--- config.mk ---
export PLATFORM = sky130hd
export DESIGN_NAME = token_precision_quantizer
export DESIGN_NICKNAME = d
export VERILOG_FILES = /design/src/rtl/token_precision_quantizer.sv
export SDC_FILE = /design/constraint.sdc
export NUM_CORES = 1
export LEC_CHECK = 0
export CAP_MARGIN = 10
export CORE_MARGIN = 2
export CORE_UTILIZATION = 47
export DETAILED_ROUTE_END_ITERATION = 7
export PLACE_DENSITY_LB_ADDON = 0.08
export RECOVER_POWER = 50
export SLEW_MARGIN = 20
export SYNTH_ARGS = -nofsm -noshare
export SYNTH_HDL_FRONTEND = slang
export SYNTH_SLANG_ARGS = --single-unit
export TNS_END_PERCENT = 20
--- constraint.sdc ---
create_clock -name clk -period 2.6 [get_ports clk]
set_clock_uncertainty 0.05 [all_clocks]
set_input_delay 0.52 -clock clk [delete_from_list [all_inputs] [get_ports clk]]
set_output_delay 0.52 -clock clk [all_outputs]
set_load 0.02 [all_outputs]
--- src/rtl/token_precision_quantizer.sv ---
// Re-encodes a token-major stream of Q8.8 elements to INT4 / INT8 / FP16 per token code.
// Optional rounding and saturation enabled by defining TPQ_ROUND_EN.
module token_precision_quantizer #(
    parameter int DATA_WIDTH = 16,
    parameter int L = 8,
    parameter int D = 4,
    localparam int TW = (L > 1) ? $clog2(L) : 1,
    localparam int EW = (D > 1) ? $clog2(D) : 1
) (
    input  logic                  clk,
    input  logic                  rst,
    input  logic                  start,
    input  logic [3:0]            token_precision [0:L-1],
    input  logic                  in_valid,
    output logic                  in_ready,
    input  logic [DATA_WIDTH-1:0] in_data,
    output logic                  out_valid,
    input  logic                  out_ready,
    output logic [DATA_WIDTH-1:0] out_data,
    output logic [3:0]            out_code,
    output logic [TW-1:0]         out_token,
    output logic                  out_last,
    output logic                  busy,
    output logic                  done,
    output logic [1:0]            fsm_state
);

    // Handshakes: a beat transfers on a rising edge where valid && ready; valid
    // is never withdrawn and data is held stable until that edge.
    typedef enum logic [1:0] {S_IDLE, S_RUN, S_DRAIN, S_DONE} state_t;

    localparam logic [TW-1:0] TOK_MAX  = TW'(L - 1);
    localparam logic [EW-1:0] ELEM_MAX = EW'(D - 1);

    state_t          state_q, state_d;
    logic [3:0]      codes_q [0:L-1];
    logic [TW-1:0]   tok_cnt;
    logic [EW-1:0]   elem_cnt;
    logic            in_hs;
    logic            last_elem;
    logic [3:0]      eff_code;
    logic [DATA_WIDTH-1:0] q4, q8, result;

    assign in_hs     = in_valid && in_ready;
    assign last_elem = (tok_cnt == TOK_MAX) && (elem_cnt == ELEM_MAX);
    assign eff_code  = (codes_q[tok_cnt] > 4'd2) ? 4'd2 : codes_q[tok_cnt];
    assign fsm_state = state_q;

`ifdef TPQ_ROUND_EN
    localparam logic signed [DATA_WIDTH:0] RND8    = 128;
    localparam logic signed [DATA_WIDTH:0] RND4    = 2048;
    localparam logic signed [DATA_WIDTH:0] SAT8_HI = 127;
    localparam logic signed [DATA_WIDTH:0] SAT8_LO = -128;
    localparam logic signed [DATA_WIDTH:0] SAT4_HI = 7;
    localparam logic signed [DATA_WIDTH:0] SAT4_LO = -8;

    logic signed [DATA_WIDTH:0] xe, r8, r4;

    // One extra bit keeps x + bias from wrapping near +full-scale.
    always_comb begin
        xe = {in_data[DATA_WIDTH-1], in_data};
        r8 = (xe + RND8) >>> 8;
        r4 = (xe + RND4) >>> 12;
        if (r8 > SAT8_HI)      q8 = DATA_WIDTH'(127);
        else if (r8 < SAT8_LO) q8 = {{(DATA_WIDTH-8){1'b1}}, 8'h80};
        else                   q8 = r8[DATA_WIDTH-1:0];
        if (r4 > SAT4_HI)      q4 = DATA_WIDTH'(7);
        else if (r4 < SAT4_LO) q4 = {{(DATA_WIDTH-4){1'b1}}, 4'h8};
        else                   q4 = r4[DATA_WIDTH-1:0];
    end
`else
    logic signed [DATA_WIDTH-1:0] xs;

    always_comb begin
        xs = in_data;
        q8 = xs >>> 8;
        q4 = xs >>> 12;
    end
`endif

    always_comb begin
        case (eff_code)
            4'd0:    result = q4;
            4'd1:    result = q8;
            default: result = in_data;
        endcase
    end

    always_ff @(posedge clk) begin
        if (rst) state_q <= S_IDLE;
        else     state_q <= state_d;
    end

    always_comb begin
        state_d  = state_q;
        in_ready = 1'b0;
        busy     = 1'b0;
        done     = 1'b0;
        case (state_q)
            S_IDLE: if (start) state_d = S_RUN;
            S_RUN: begin
                busy     = 1'b1;
                in_ready = !out_valid || out_ready;
                if (in_valid && in_ready && last_elem) state_d = S_DRAIN;
            end
            S_DRAIN: begin
                busy = 1'b1;
                if (out_valid && out_ready && out_last) state_d = S_DONE;
            end
            S_DONE: begin
                done    = 1'b1;
                state_d = S_IDLE;
            end
            default: state_d = S_IDLE;
        endcase
    end

    always_ff @(posedge clk) begin
        if (rst) begin
            codes_q   <= '{default: '0};
            tok_cnt   <= '0;
            elem_cnt  <= '0;
            out_valid <= 1'b0;
            out_data  <= '0;
            out_code  <= '0;
            out_token <= '0;
            out_last  <= 1'b0;
        end else begin
            if (state_q == S_IDLE && start) begin
                codes_q  <= token_precision;
                tok_cnt  <= '0;
                elem_cnt <= '0;
            end
            // A fresh beat may overwrite the stage in the same cycle it drains.
            if (in_hs) begin
                out_valid <= 1'b1;
                out_data  <= result;
                out_code  <= eff_code;
                out_token <= tok_cnt;
                out_last  <= last_elem;
                if (elem_cnt == ELEM_MAX) begin
                    elem_cnt <= '0;
                    tok_cnt  <= (tok_cnt == TOK_MAX) ? '0 : tok_cnt + 1'b1;
                end else begin
                    elem_cnt <= elem_cnt + 1'b1;
                end
            end else if (out_valid && out_ready) begin
                out_valid <= 1'b0;
            end
        end
    end

endmodule

# Yosys cells after proc, flatten, opt, wreduce, memory -nomap -nowiden
# Cells that the tools add are included.
dict set report totals {
  mem_bits_ro 0
  latchBits 0
  input_bits 53
  regBits 64
  wordCells 66
  mem_bits_rw 0
  output_inout_bits 30
  n_memories 0
}
dict set report op_classes {
  n_mux 21
  n_shift 0
  bitwise_logic 1
  mul 0
  n_reduce_logical 15
  n_div 0
  eq_ne 9
  add_sub_neg 2
  n_lt_le_gt_ge 2
}
# cell count
set ops {}
lappend ops {{one-hot mux 15 bit (2 select lines)} 1}
lappend ops {{binary-select mux 4 bit (select 3 bit)} 1}
lappend ops {{2-to-1 mux 2 bit} 6}
lappend ops {{2-to-1 mux 3 bit} 4}
lappend ops {{2-to-1 mux 4 bit} 3}
lappend ops {{one-hot mux 2 bit (4 select lines)} 1}
lappend ops {{logical AND 1 bit} 7}
lappend ops {{== test 2 bit (second input constant)} 3}
lappend ops {{!= test 2 bit (second input constant)} 3}
lappend ops {{2-to-1 mux 1 bit} 5}
lappend ops {{== test 4 x 1 -> 1 bit (second input constant)} 1}
lappend ops {{greater-or-equal comparator 4 bit (second input constant)} 1}
lappend ops {{greater-than comparator 4 x 2 -> 1 bit (second input constant)} 1}
lappend ops {{zero test 4 bit} 1}
lappend ops {{NOT 3 -> 4 bit} 1}
lappend ops {{nonzero test 2 bit} 2}
lappend ops {{adder 3 x 1 -> 3 bit (second input constant)} 1}
lappend ops {{== test 3 bit (second input constant)} 1}
lappend ops {{AND reduction 3 bit} 1}
lappend ops {{adder 2 x 1 -> 2 bit (second input constant)} 1}
lappend ops {{== test 2 x 1 -> 1 bit (second input constant)} 1}
lappend ops {{zero test 2 bit} 1}
lappend ops {{OR reduction 2 bit} 1}
lappend ops {{zero test 1 bit} 1}
lappend ops {{logical OR 1 bit} 1}

# Longest topological paths before layout
dict set report depth {
  depth_word 8
  ltp_mapped 8
  depth_no_buf 6
}

# Worst setup path before layout
# Ideal clock, no wire load.
dict set report synth_timing {
  path_type {register to register}
  startpoint {reg tok_cnt[0]}
  endpoint {reg out_data[6]}
  setup_time_ns 0.088
  stages_incl_launch_ff 8
  n_path_buf 2
  t_required_ns 2.462
  path_slack_ns 0.248
  synth_period_minus_slack_ns 2.352
  arrival_time_ns 2.214
  path_cell_list {dfxtp_1 buf_6 mux4_2 or2_4 o22a_1 buf_6 or3b_1 a311oi_2}
}
dict set report synth_via {
  elab_chain_len 8
  elab_cells_between_ends 9
  classes_between {1 x order compare; 1 x eq/ne; 5 x mux; 1 x bitwise; 1 x reduce/logical}
}
# item line_no
set synth_lines {}
lappend synth_lines {{start, declared} 37} ;# logic [TW-1:0] tok_cnt;
lappend synth_lines {{start signal, assigned} 143} ;# tok_cnt <= (tok_cnt == TOK_MAX) ? '0 : tok_cnt + 1'b1;
lappend synth_lines {{NOT 3 -> 4 bit (implied by the code) (*)} 46} ;# assign eff_code = (codes_q[tok_cnt] > 4'd2) ? 4'd2 : codes_q[tok_cnt];
lappend synth_lines {{binary-select mux 4 bit (select 3 bit) (*)} 46}
lappend synth_lines {{2-to-1 mux 4 bit (implied by the code) (*) (2 in series)} 46}
lappend synth_lines {{greater-than comparator 4 x 2 -> 1 bit} 46}
lappend synth_lines {{2-to-1 mux 4 bit (*)} 46}
lappend synth_lines {{== test 4 x 1 -> 1 bit or zero test 4 bit (tied branches)} 82} ;# case (eff_code)
lappend synth_lines {{one-hot mux 15 bit (2 select lines) (*)} 82}
lappend synth_lines {{end signal, assigned} 137} ;# out_data <= result;
lappend synth_lines {{end, declared} 19} ;# output logic [DATA_WIDTH-1:0] out_data,
# Every way passes the cells marked *; elsewhere a longest branch is shown, timed or not. The select of a mux whose other input is x is not followed.
# A chain may end at the register's enable or synchronous reset.

# Worst setup path in the final report
dict set report layout_timing {
  startpoint {in out_ready}
  endpoint {out in_ready}
}
dict set report layout_via {
  elab_chain_len 2
}
# item line_no
set layout_lines {}
lappend layout_lines {{start, declared} 18} ;# input logic out_ready,
lappend layout_lines {{logical OR 1 bit} 103} ;# in_ready = !out_valid || out_ready;
lappend layout_lines {{2-to-1 mux 1 bit} 99} ;# case (state_q)
lappend layout_lines {{end, declared} 15} ;# output logic in_ready,
# No other way between the ends.

==> impl_metrics.tcl <==
set metrics [dict create \
    outcome "finished, final reports clean" \
    netlist_area_um2 2800 \
    initial_core_util_pct 47.9 \
    clk_transition_reported_paths_ns 0.07 \
    period_needed_ns 2.48 \
    setup_violations 0 \
    synth.area.top_cells "dfxtp_1, nand2_1, a21oi_1" \
    nNetsFinal 469 \
    synth.most_common_cell "nand2_1" \
    grt_pass1_vias 2380 \
    yosysSeqAreaShare_pct 45.7 \
    ant_nets 0 \
    post-route-drc-count 0 \
    synth-main-ff-cell "dfxtp_1" \
    syn_to_final_growth_pct 39.0 \
    synth_top_area_share_pct 45.7 \
    clk_latency_ns 0.34 \
    wl_um 6200 \
    cts_sinks 64 \
    vias 2515 \
    critical_path_required_ns 2.03 \
    wl_met3_um 263 \
    cts_hold_buf 0 \
    tns_ns 0 \
    worstPathMaxFanout 2 \
    portBuffers 82 \
    cts_htree_levels 3 \
    met1_length_um 2840 \
    die-area_um2 6590 \
    p_leak_nw 1.48 \
    worst_hold_path_type "register to register" \
    gr-total-overflow 0 \
    grt_max_degree 38 \
    track_usage_pct 20.7 \
    vias_per_cell 5.16 \
    period_share_pct 95.4 \
    drive_gt1_share_pct 10.4 \
    die_y_um 81.2 \
    wl_per_cell_um 12.7 \
    cts_made_buffers 9 \
    yosys_warnings 0 \
    startpoint_type "primary input" \
    cp.arrival_ns 1.91 \
    route.met2.wl_um 2990 \
    cts_root_buffer "clkbuf_8" \
    synth.top_cells.by_count "nand2_1, dfxtp_1, a21oi_1" \
    p_per_area_nw_per_um2 822 \
    end_kind "output port" \
    io_pins 83 \
    drt-initial-drc-count 131 \
    core_um2 5850 \
    tightest_slew_ns 0.592 \
    yosysTopAreaCell "dfxtp_1" \
    ir_drop_uv 407 \
    setup.worst_path.class "primary input to output port" \
    cts_tree "built" \
    async_flop_share_pct 0 \
    maxSlewHeadroom_pct 60.5 \
    die_w_um 81.2 \
    post-dp-hpwl_um 4480 \
    drv_slew 0 \
    rows 28 \
    synth-edff-count 0 \
    syn_avg_cell_area_um2 8.59 \
    clockBufferDepth 2 \
    grt_pass1_wl_um 10500 \
    fmaxAchievable_mhz 403 \
    drt_first_pass_iters 4 \
    antenna_found_initial 0 \
    cap_violations 0 \
    synth_cell_types 34 \
    grt_setup_unrepaired "no" \
    ys_ff_latch 64 \
    finalHoldViolCount 0 \
    n_antenna_cell 0 \
    synthCells 326 \
    gp_congestion 0.745 \
    synth_fp_nets 387 \
    cts_setup_buffers 0 \
    post_cts_resized 0 \
    highest_layer "met4" \
    utilization_pct 66.6 \
]
## layer usage
| metal | vias up | track usage, % |
|---|---|---|
| li1 | 1287 | - |
| met1 | 1157 | 25.9 |
| met2 | 63 | 34.2 |
| met3 | 8 | 4.11 |
| met4 | 0 | 10.2 |
| met5 | - | 0 |
## sequential cells by signal (all words and copies together), names as in the netlist
register	count
out_data	16
fsm_state	2
out_last	1
out_code	4
out_valid	1
out_token	3
codes_q	32
elem_cnt	2
tok_cnt	3
## power by group
group	internal, mW	switching, mW	leakage (nW)
registers	1.15	0.0882	0.523
logic	0.560	0.640	0.870
clock network	0.390	0.370	0.0882
total	2.10	1.10	1.48
## stage by stage
stage / hold slack, ns / instances / power (mW) / cell area, µm² / worst slack, ns
after floorplan: 0.381 / 326 / 2.04 / 2800 / 0.248
after global placement: 0.388 / 472 / 2.47 / 3730 / 0.222
after detailed placement: 0.392 / 472 / 2.49 / 3730 / 0.198
after CTS: 0.402 / 487 / 3.25 / 3900 / 0.192
after global routing: 0.420 / 487 / 3.43 / 3890 / 0.0736
final: 0.400 / 487 / 3.20 / 3890 / 0.120
## kinds of logic (layout without fill, tap and decap cells)
group	Yosys count	count (layout)	share of synthesized area, %
DFF	64	64	45.7
and+or+nand+nor	136	136	21.4
adders and majority gates	8	8	3.57
muxes	19	19	9.60
buffers and inverters	29	115	4.47
AOI/OAI and AO/OA	70	70	15.2
## worst max-delay path, cell delays in order
cell and delay, ns:
dlygate4sd3_1 0.55, nand2b_1 0.16, and2_1 0.15, clkdlybuf4s50_1 0.52
## layout by cell type (no fill, tap or decap), types with 3 or more instances in the layout
cell,Yosys,routed
nand3_1,8,8
nor2_1,15,15
ha_1,8,8
clkbuf_8,0,11
dlygate4sd3_1,0,11
or2_2,8,8
clkdlybuf4s50_1,0,70
nor3_1,3,3
inv_1,5,5
buf_4,0,9
or3b_1,4,4
mux2_1,3,3
a211oi_1,9,9
a311oi_1,3,3
mux2i_1,10,10
o221ai_1,3,3
nand2_1,86,86
mux4_2,6,6
a21oi_1,46,46
dfxtp_1,64,64
o211ai_1,3,3
## area by class of cell
cell class / count / area, µm²
clock inverters: 3 / 17.5
inverters: 5 / 18.8
well taps: 75 / 93.8
flip-flops and latches: 64 / 1280
clock buffers: 12 / 155
fillers: 509 / 1960
repair buffers: 95 / 932
multi-input cells: 233 / 1400
## final timing paths
path	startpoint	end	slack, ns	depth (start not counted)
worst max-delay path	out_ready	in_ready	0.12	4
worst max register to register	tok_cnt[0]	out_data[6]	0.23	5
worst min register to register	codes_q[22]	codes_q[22]	0.40	2
worst min-delay path	codes_q[22]	codes_q[22]	0.40	2
No activity file was read; power rests on OpenSTA's default activity.
